`config.mk`:
```
export PLATFORM = sky130hd
export DESIGN_NAME = alu_commit_arbiter
export DESIGN_NICKNAME = d
export VERILOG_FILES = /design/src/rtl/alu_commit_arbiter.sv
export SDC_FILE = /design/constraint.sdc
export NUM_CORES = 1
export LEC_CHECK = 0
export ABC_AREA = 1
export CORE_UTILIZATION = 25
export CTS_CLUSTER_DIAMETER = 60
export CTS_CLUSTER_SIZE = 25
export DETAILED_ROUTE_END_ITERATION = 6
export HOLD_SLACK_MARGIN = 0.06
export PLACE_DENSITY = 0.66
export SYNTH_ARGS = -nofsm -noshare
export SYNTH_HDL_FRONTEND = slang
export SYNTH_SLANG_ARGS = --single-unit
```
`constraint.sdc`:
```
create_clock -name clk -period 2.19 [get_ports clk]
set_input_delay 0.438 -clock clk [delete_from_list [all_inputs] [get_ports clk]]
set_output_delay 0.438 -clock clk [all_outputs]
set_load 0.02 [all_outputs]
```
`src/rtl/alu_commit_arbiter.sv`:
```
// Round-robin arbiter that shares the register-file writeback port among N ALU
// commit interfaces. It holds a single registered entry and releases the granted ALU.
package core_config_pkg;
  localparam int unsigned XLEN       = 32;
  localparam int unsigned REG_ADDR_W = 5;
endpackage

module alu_commit_arbiter #(
  parameter int unsigned N_UNITS    = 4,
  parameter int unsigned XLEN       = core_config_pkg::XLEN,
  parameter int unsigned REG_ADDR_W = core_config_pkg::REG_ADDR_W,
  parameter int unsigned SRC_W      = $clog2(N_UNITS)
) (
  input  logic                           clk,
  input  logic                           rst,
  input  logic                           flush,
  input  logic [N_UNITS-1:0]             unit_req,
  input  logic [N_UNITS-1:0]             unit_valid,
  input  logic [N_UNITS*XLEN-1:0]        unit_res,
  input  logic [N_UNITS*REG_ADDR_W-1:0]  unit_rd,
  input  logic [N_UNITS-1:0]             unit_error,
  output logic [N_UNITS-1:0]             unit_clear,
  input  logic                           wb_ready,
  output logic                           wb_valid,
  output logic                           wb_we,
  output logic [REG_ADDR_W-1:0]          wb_rd,
  output logic [XLEN-1:0]                wb_data,
  output logic                           wb_error,
  output logic [SRC_W-1:0]               wb_src
);

  logic [N_UNITS-1:0]    eligible;
  logic                  slot_open;
  logic                  grant_found;
  logic [SRC_W-1:0]      grant_idx;
  logic                  grant;

  logic [XLEN-1:0]       res_arr [N_UNITS];
  logic [REG_ADDR_W-1:0] rd_arr  [N_UNITS];

  logic                  wb_valid_q, wb_valid_d;
  logic [XLEN-1:0]       wb_data_q,  wb_data_d;
  logic [REG_ADDR_W-1:0] wb_rd_q,    wb_rd_d;
  logic                  wb_error_q, wb_error_d;
  logic [SRC_W-1:0]      wb_src_q,   wb_src_d;
  logic [SRC_W-1:0]      ptr_q,      ptr_d;

  always_comb begin
    for (int unsigned i = 0; i < N_UNITS; i++) begin
      res_arr[i] = unit_res[i*XLEN +: XLEN];
      rd_arr[i]  = unit_rd[i*REG_ADDR_W +: REG_ADDR_W];
    end
  end

  assign eligible  = unit_req & unit_valid;
  assign slot_open = (!wb_valid_q || wb_ready) && !flush && !rst;

  // Scan starting at ptr_q and wrapping; the first eligible unit wins.
  always_comb begin
    int unsigned cand;
    cand        = 0;
    grant_found = 1'b0;
    grant_idx   = '0;
    for (int unsigned off = 0; off < N_UNITS; off++) begin
      cand = (32'(ptr_q) + off) % N_UNITS;
      if (!grant_found && eligible[SRC_W'(cand)]) begin
        grant_found = 1'b1;
        grant_idx   = SRC_W'(cand);
      end
    end
  end

  assign grant = slot_open && grant_found;

  always_comb begin
    unit_clear = '0;
    if (grant) begin
      unit_clear[grant_idx] = 1'b1;
    end
  end

  always_comb begin
    wb_valid_d = wb_valid_q;
    wb_data_d  = wb_data_q;
    wb_rd_d    = wb_rd_q;
    wb_error_d = wb_error_q;
    wb_src_d   = wb_src_q;
    ptr_d      = ptr_q;
    if (flush) begin
      wb_valid_d = 1'b0;
    end else if (grant) begin
      wb_valid_d = 1'b1;
      wb_data_d  = res_arr[grant_idx];
      wb_rd_d    = rd_arr[grant_idx];
      wb_error_d = unit_error[grant_idx];
      wb_src_d   = grant_idx;
      if (grant_idx == SRC_W'(N_UNITS - 1)) begin
        ptr_d = '0;
      end else begin
        ptr_d = grant_idx + SRC_W'(1);
      end
    end else if (wb_valid_q && wb_ready) begin
      wb_valid_d = 1'b0;
    end
  end

  always_ff @(posedge clk) begin
    if (rst) begin
      wb_valid_q <= 1'b0;
      wb_data_q  <= '0;
      wb_rd_q    <= '0;
      wb_error_q <= 1'b0;
      wb_src_q   <= '0;
      ptr_q      <= '0;
    end else begin
      wb_valid_q <= wb_valid_d;
      wb_data_q  <= wb_data_d;
      wb_rd_q    <= wb_rd_d;
      wb_error_q <= wb_error_d;
      wb_src_q   <= wb_src_d;
      ptr_q      <= ptr_d;
    end
  end

  assign wb_valid = wb_valid_q;
  assign wb_data  = wb_data_q;
  assign wb_rd    = wb_rd_q;
  assign wb_error = wb_error_q;
  assign wb_src   = wb_src_q;
  // x0 and faulting entries still retire, they just never touch the register file.
  assign wb_we    = wb_valid_q && !wb_error_q && (wb_rd_q != '0);

endmodule

```
# ---- Yosys cells after proc, flatten, opt, wreduce, memory -nomap -nowiden
# Cells that the tools add are included.
dict set report totals {
  out_inout_bits 46
  in_bits 164
  elab_cells 73
  register_bits 43
}
dict set report classes {
  n_eq_ne 1
  bitwise 3
  order_cmp 7
  n_reduce_logical 22
  n_addsub 4
  muxes 30
}
# cell count
set ops {}
lappend ops {{$bmux W32 S2} 1}
lappend ops {{$mux W32} 2}
lappend ops {{$lt A2 B3 Y1 const B} 5}
lappend ops {{$mux W1} 12}
lappend ops {{$bmux W1 S2} 5}
lappend ops {{$bmux W5 S2} 1}
lappend ops {{$logic_and A1 B1 Y1} 10}
lappend ops {{$mux W2} 5}
lappend ops {{$mux W5} 2}
lappend ops {{$logic_not A1 Y1} 7}
lappend ops {{$reduce_bool A5 Y1} 1}
lappend ops {{$add A2 B1 Y2 const B} 2}
lappend ops {{$add A2 B2 Y2 const B} 2}
lappend ops {{$and A4 B4 Y4} 1}
lappend ops {{$mux W4} 1}
lappend ops {{$ge A3 B3 Y1 const B} 1}
lappend ops {{$not A2 Y3} 1}
lappend ops {{$demux W1 S2} 1}
lappend ops {{$eq A2 B2 Y1 const B} 1}
lappend ops {{$ge A2 B1 Y1 const B} 1}
lappend ops {{$reduce_and A2 Y1} 1}
lappend ops {{$reduce_bool A2 Y1} 1}
lappend ops {{$reduce_or A2 Y1} 1}
lappend ops {{$logic_or A1 B1 Y1} 1}
lappend ops {{$not A1 Y1} 1}

# ---- Depth between registers and ports, before layout
dict set report logic_depth {
  depth_word 18
  mapped_depth 17
  ltp_nobuf 15
}

# ---- Worst setup path before layout
# Ideal clock, no wire load.
dict set report synth_timing {
  path_kind {flip-flop to output port}
  startpoint {register ptr_q[0]}
  endpoint {output unit_clear[0]}
  setup_slack_ps -129
  arrival_time_ps 1881
  path_stages_with_launch 10
  required_time_ps 1752
  cell_sequence {dfxtp_1 > inv_2 > buf_6 > nand3_1 > nand2_1 > a22oi_2 > nand3_2 > buf_2 > buf_2 > nor3_1}
}
dict set report synth_between {
  elab_chain_cells 17
}
# item line_no
set synth_rtl {}
lappend synth_rtl {{from (decl)} 46} ;# logic [SRC_W-1:0] ptr_q, ptr_d;
lappend synth_rtl {{from (signal assigned)} 121} ;# ptr_q <= ptr_d;
lappend synth_rtl {{parallel branches: the longest is 16 deep, another holds $lt A2 B3 Y1} -}
lappend synth_rtl {{$mux W4 *} 77} ;# if (grant) begin
lappend synth_rtl {{to (decl)} 22} ;# output logic [N_UNITS-1:0] unit_clear,
# Every way passes the cells marked *. The select of a mux whose other input is x is not followed.

# ---- Final worst setup path
# Same ends and word-level chain as after synthesis.

==> flow_summary_export.csv <==
group,metric,value,unit
outcome,outcome,"complete, but fails checks",
outcome,violations,"negative setup slack",
synthesis,synth_nets,739,
worst_setup_path,crit_slowest_cell,"dfxtp_4",
timing,layout_setup_ws,-0.193,ns
timing,tns,-0.666,ns
worst_setup_path,reg2reg_depth,15,
placement,placed_area,5550,um^2
global_routing,grtUsageMet3,5.18,%
power,powerDensity,1100,nW/um^2
synthesis,synthDistinctLibCells,25,
clocking,cts_tree,"yes",
worst_setup_path,required,1.75,ns
placement,hpwl,9.21,mm
layout,n_fill_cell,1301,
drt,drt_iter0_drc,228,
drt,antenna_left,0,
worst_setup_path,crit_fanout,5,
drt,vias,4405,
timing,rsz0062_at_grt,"yes",
global_routing,antenna_found_initial,0,
die,die_area,13400,um^2
global_routing,gr-total-overflow,0,
clocking,cts-root-buf,"clkbuf_16",
global_routing,grt_use_met2,31.3,%
worst_setup_path,worst-path-stages,11,
layout,area_growth,88.2,%
timing,fmax,420,MHz
global_routing,grt_use_total,18.4,%
synthesis,synth_top_cell_by_area,"dfxtp_1",
global_routing,grt_pass1_vias,3953,
placement,portBuffers,209,
worst_setup_path,worstSetupEndpointType,"output port",
timing,setup_viol,4,
timing,worstMarginPinSlew,0.679,ns
die,die_x,116,um
worst_setup_path,arrival,1.94,ns
synthesis,ys_ff_latch,43,
timing,relSlewSlack,54.7,%
synthesis,synth_area_per_cell,5.65,um^2
worst_setup_path,worstReg2RegStart,"ptr_q[0]",
power,p_leak,2.70,nW
timing,post-route-period-util,109,%
clocking,hold_buffers,0,
synthesis,yosysSeqAreaShare,26.5,%
min_path,hold_path_startpoint,"wb_src[1]",
layout,final_cell_mix,"clkdlybuf4s50_1, nand2_1, nand3_1, nor2_1, dfxtp_1",
global_routing,grt_pass1_wl,19.6,mm
clocking,h-tree-depth,2,
global_routing,grt_max_degree,51,
min_path,hold_class,"reg -> reg",
die,fp.dieH,116,um
global_routing,grt_use_met1,23.3,%
synthesis,synth_top_area_share,26.5,%
global_routing,top_usage_layer,"met2",
worst_setup_path,path_delay_family,"simple AND/OR/NAND/NOR gates",
layout,nNetsFinal,958,
clocking,numCtsBuffers,5,
timing,min_period,2.38,ns
power,vdd_drop_max,0.434,mV
drt,drcViolationCount,0,
timing,skew,0.00679,ns
worst_setup_path,critPathBufInv,4,
drt,dr.pass1.iters,5,
clocking,clkLatencyLatePin,0.28,ns
die,pin_count,210,
clocking,cts.sinks,43,
power,power,6.73,mW
clocking,clk_pin_slew,0.07,ns
worst_setup_path,critPathMaxStageDelay,0.39,ns
layout,layout_commonest_cell,"clkdlybuf4s50_1",
placement,place_congestion,0.796,
synthesis,synthTopCellsByArea,"dfxtp_1, nand2_1, nand3_1",
synthesis,syn_area,3250,um^2
synthesis,synth-warning-count,0,
run,drv_cap,0,
min_path,min_path_cells,2,
die,core-area,12600,um^2
layout,antenna_cells,0,
timing,finalHoldViolCount,0,
clocking,clk_path_buf_depth,2,
layout,drive_gt1_share,13.1,%
layout,stdcell_area,6110,um^2
drt,wl_per_cell,13.6,um
die,initial_core_util,25.7,%
drt,vias_per_cell,4.56,
drt,drt_wl_total,13.2,mm
die,rows,41,
worst_setup_path,critical_path_class,"reg -> out",
worst_setup_path,cp-startpoint,"ptr_q[0]",
timing,slew_viol_final,0,
worst_setup_path,path_common_cell,"nand2_2",
worst_setup_path,cp-start-kind,"flop",
synthesis,syn_inst,575,
worst_setup_path,crit_chain,"buf_6 -> nand2_2 -> nand2_2 -> nand2_2 -> nand2_4 -> nand4_4 -> nand3_4 -> inv_4 -> buf_12 -> nor3_4 -> buf_6",
[logic make-up (layout without fill, tap and decap cells)]
logic type | after synthesis | count (layout) | synth area share (%)
simple gates | 433 | 434 | 57.8
compound gates | 32 | 32 | 5.36
buf+inv | 67 | 286 | 10.3
flops | 43 | 43 | 26.5
[worst paths after layout]
check                  end  slack (ns)
min reg2reg      wb_src[1]        0.47
max          unit_clear[0]       -0.19
max reg2reg    wb_data[11]        0.11
min              wb_src[1]        0.47
[sequential cells by signal (all words and copies together), names as in the netlist]
register,flops
wb_valid,1
wb_error,1
ptr_q,2
wb_data,32
wb_src,2
wb_rd,5
[metrics by stage]
stage / hold WS (ns) / worst slack, ns / instances / utilization, %
final: 0.474 / -0.193 / 967 / 48.4
after global routing: 0.513 / -0.306 / 967 / 48.4
after CTS: 0.476 / -0.189 / 957 / 46.5
after detailed placement: 0.459 / -0.830 / 942 / 44.0
after global placement: 0.457 / -0.818 / 942 / 44.0
after floorplan: 0.539 / 0.0328 / 575 / -
[report_power, final]
| group | switching (mW) | internal (mW) | total, mW |
|---|---|---|---|
| Sequential | 0.0844 | 0.939 | 1.02 |
| Combinational | 2.75 | 2.09 | 4.84 |
| Clock | 0.323 | 0.538 | 0.861 |
[cells in the mapped netlist, drive strengths merged]
cell type and number:
a21oi 3, buf 33, clkbuf 8, nand4 3
nand2 204, a22oi 1, dfxtp 43, a211oi 1
nor3 1, o21ai 26, nor4 1, nand3 138
nor2 86, inv 26, a211o 1
[what timing repair did]
| action | in CTS | in global routing |
|---|---|---|
| pin swaps | 19 | 22 |
| cloned | 2 | 3 |
| setup endpoints to repair | 28 | 33 |
| gates resized for setup | 59 | 32 |
| hold endpoints to repair | 0 | 0 |
| buffers inserted | 5 | 7 |
[worst reg2reg max path, cell delays in order, from the launching register on]
cell	delay (ns)
dfxtp_4	0.39
buf_6	0.14
nand2_2	0.06
nand2_2	0.09
nand2_2	0.09
nand2_4	0.12
nand4_1	0.18
buf_4	0.19
inv_2	0.06
nor2_4	0.05
buf_12	0.14
buf_2	0.16
nand3_1	0.07
nand3_1	0.08
nor2_2	0.13
nor2_1	0.04
[layer usage]
metal  vias to the layer above  share of wire (%)
li1                       2291                  -
met1                      1950                 44
met2                       154                 47
met3                        10                8.6
met4                         0                1.0
met5                         -                  0
[layout make-up]
| cell class | instances | area, um^2 | share of cell area, % |
|---|---|---|---|
| sequential | 43 | 868 | 14.2 |
| multi-input combinational | 466 | 2200 | 36.0 |
| inverter | 26 | 105 | 1.72 |
| timing repair buffer | 252 | 2550 | 41.8 |
| clock buffer | 5 | 125 | 2.05 |
| clock inverter | 3 | 43.8 | 0.717 |
| tap | 172 | 215 | 3.52 |
(Power assumes the default switching activity.)
==> RTL edit, RTL diff (same flow settings) <==
The package constant `XLEN` goes from 32 to 16.
--- a/src/rtl/alu_commit_arbiter.sv
+++ b/src/rtl/alu_commit_arbiter.sv
@@ -1,7 +1,7 @@
 // Round-robin arbiter that shares the register-file writeback port among N ALU
 // commit interfaces. It holds a single registered entry and releases the granted ALU.
 package core_config_pkg;
-  localparam int unsigned XLEN       = 32;
+  localparam int unsigned XLEN       = 16;
   localparam int unsigned REG_ADDR_W = 5;
 endpackage
 
Ports: changed (resized unit_res and wb_data); port bits go from 210 to 130. No check against the original RTL was run, so the function may have changed too.
==> RTL edit against the original RTL <==
Area after synthesis shrank 29%. Register-to-register slack worse by 0.12 ns. Setup slack better by 0.035 ns. Routed wire length fell by 34%. Power rose by 14%. The run ends with design-rule violations, negative setup slack left. Design area down 32%. Sequential cell count down 16. Sequential power shrank 23%. Worst hold slack improved by 0.029 ns.
==> RTL edit: results <==
set metrics [dict create \
    grtUsageTotal_pct 17.1 \
    arrival_ns 1.91 \
    dp_hpwl_mm 6.39 \
    placed_area_um2 3760 \
    synth_common_cells "nand3_1, nand2_1, nor2_1, dfxtp_1, nor2_2" \
    setup_violations 7 \
    grt_pass1_wl_mm 13.4 \
    critPathLaunch "unit_valid[0]" \
    portBuffers 129 \
    r2r_slack_ns -0.01 \
    first_pass_iters 6 \
    worst_pin_slew_ns 0.277 \
    peakVddDrop_v 0.00112 \
    tns_ns -0.532 \
    nets 597 \
    yosysSeqAreaShare_pct 23.4 \
    wl_per_cell_um 14.3 \
    slowest_stage "dlygate4sd2_1" \
    syn_nets 444 \
    cts.clk_slew.worst_paths_ns 0.11 \
    netlist_top_cells_area "dfxtp_1, nand3_1, nand2_1, nand3_2, nor2_2" \
    setup_ws_ns -0.158 \
    skew_ns 0.0105 \
    avgViaCountPerCell 4.76 \
    grt_pass1_vias 2769 \
    synth_cells 344 \
    wl_mm 8.66 \
    root_buffer "clkbuf_8" \
    fillers 878 \
    largest_register_ffs 16 \
    drive_gt1_share_pct 30.0 \
    cpPeakStageDelay_ns 0.24 \
    fin_hold_ws_ns 0.503 \
    grt_start_max_net_pins 38 \
    p_leak_nw 1.70 \
    synth.distinct_cells 26 \
    gp_congestion 0.863 \
    h-tree-depth 1 \
    outcome "finished, violations left" \
    failed_checks "design-rule violations, negative setup slack" \
    worstRegToRegCells 16 \
    remaining_drc_errors 3 \
]
[RTL edit: through the flow]
step	worst slack, ns	total power [mW]	utilization (%)
after detailed placement	-0.847	6.37	42.7
after global placement	-0.790	6.27	42.7
after floorplan	0.0695	4.98	-
after global routing	-0.228	8.28	47.4
final	-0.158	7.67	47.4
after CTS	-0.126	7.29	46.0
[RTL edit: power by group]
part           internal (mW)  switching, mW  leakage, nW
clock                  0.129          0.175       0.0217
sequential             0.667          0.119        0.223
combinational           2.81           3.78         1.45
[RTL edit: kinds of logic after synthesis]
group	Yosys count	synth area share (%)
and+or+nand+nor	248	57.5
buffers and inverters	39	12.3
AOI/OAI and AO/OA	30	6.84
DFF	27	23.4
[RTL edit: final timing paths]
kind | to
hold / removal | wb_src[1]$_SDFFE_PP0P_
hold reg to reg | wb_src[1]$_SDFFE_PP0P_
setup / recovery | unit_clear[1]
setup reg to reg | wb_data[2]$_SDFFE_PP0P_
[RTL edit: layout make-up]
cell class,count,area [um2],share of cell area [%]
Clock buffer,3,41.3,0.988
Clock inverter,1,7.51,0.180
Inverter,14,60.1,1.44
Multi-Input combinational cell,278,1670,39.9
Sequential cell,27,546,13.1
Tap cell,108,135,3.23
Timing Repair Buffer,173,1720,41.2
[RTL edit: timing repair]
item	CTS	global route
gates cloned	0	1
buffers inserted	13	3
gates resized for setup	70	25
pin swaps	26	13
endpoints found under the setup margin	27	27
[RTL edit: layer usage]
metal  share of wire [%]  track usage (%)  wire length [um]
met1                  41             20.4              3580
met2                  52             32.4              4540
met3                 5.2             3.08               447
met4                 1.0             2.21                88
met5                   0                0                 0
[RTL edit: tightest hold or removal path, delay by kind of cell (launching register included)]
| family | cells | cell delay (ns) |
|---|---|---|
| DFF | 1 | 0.35 |
| and+or+nand+nor | 1 | 0.07 |
| AOI/OAI and AO/OA | 1 | 0.05 |
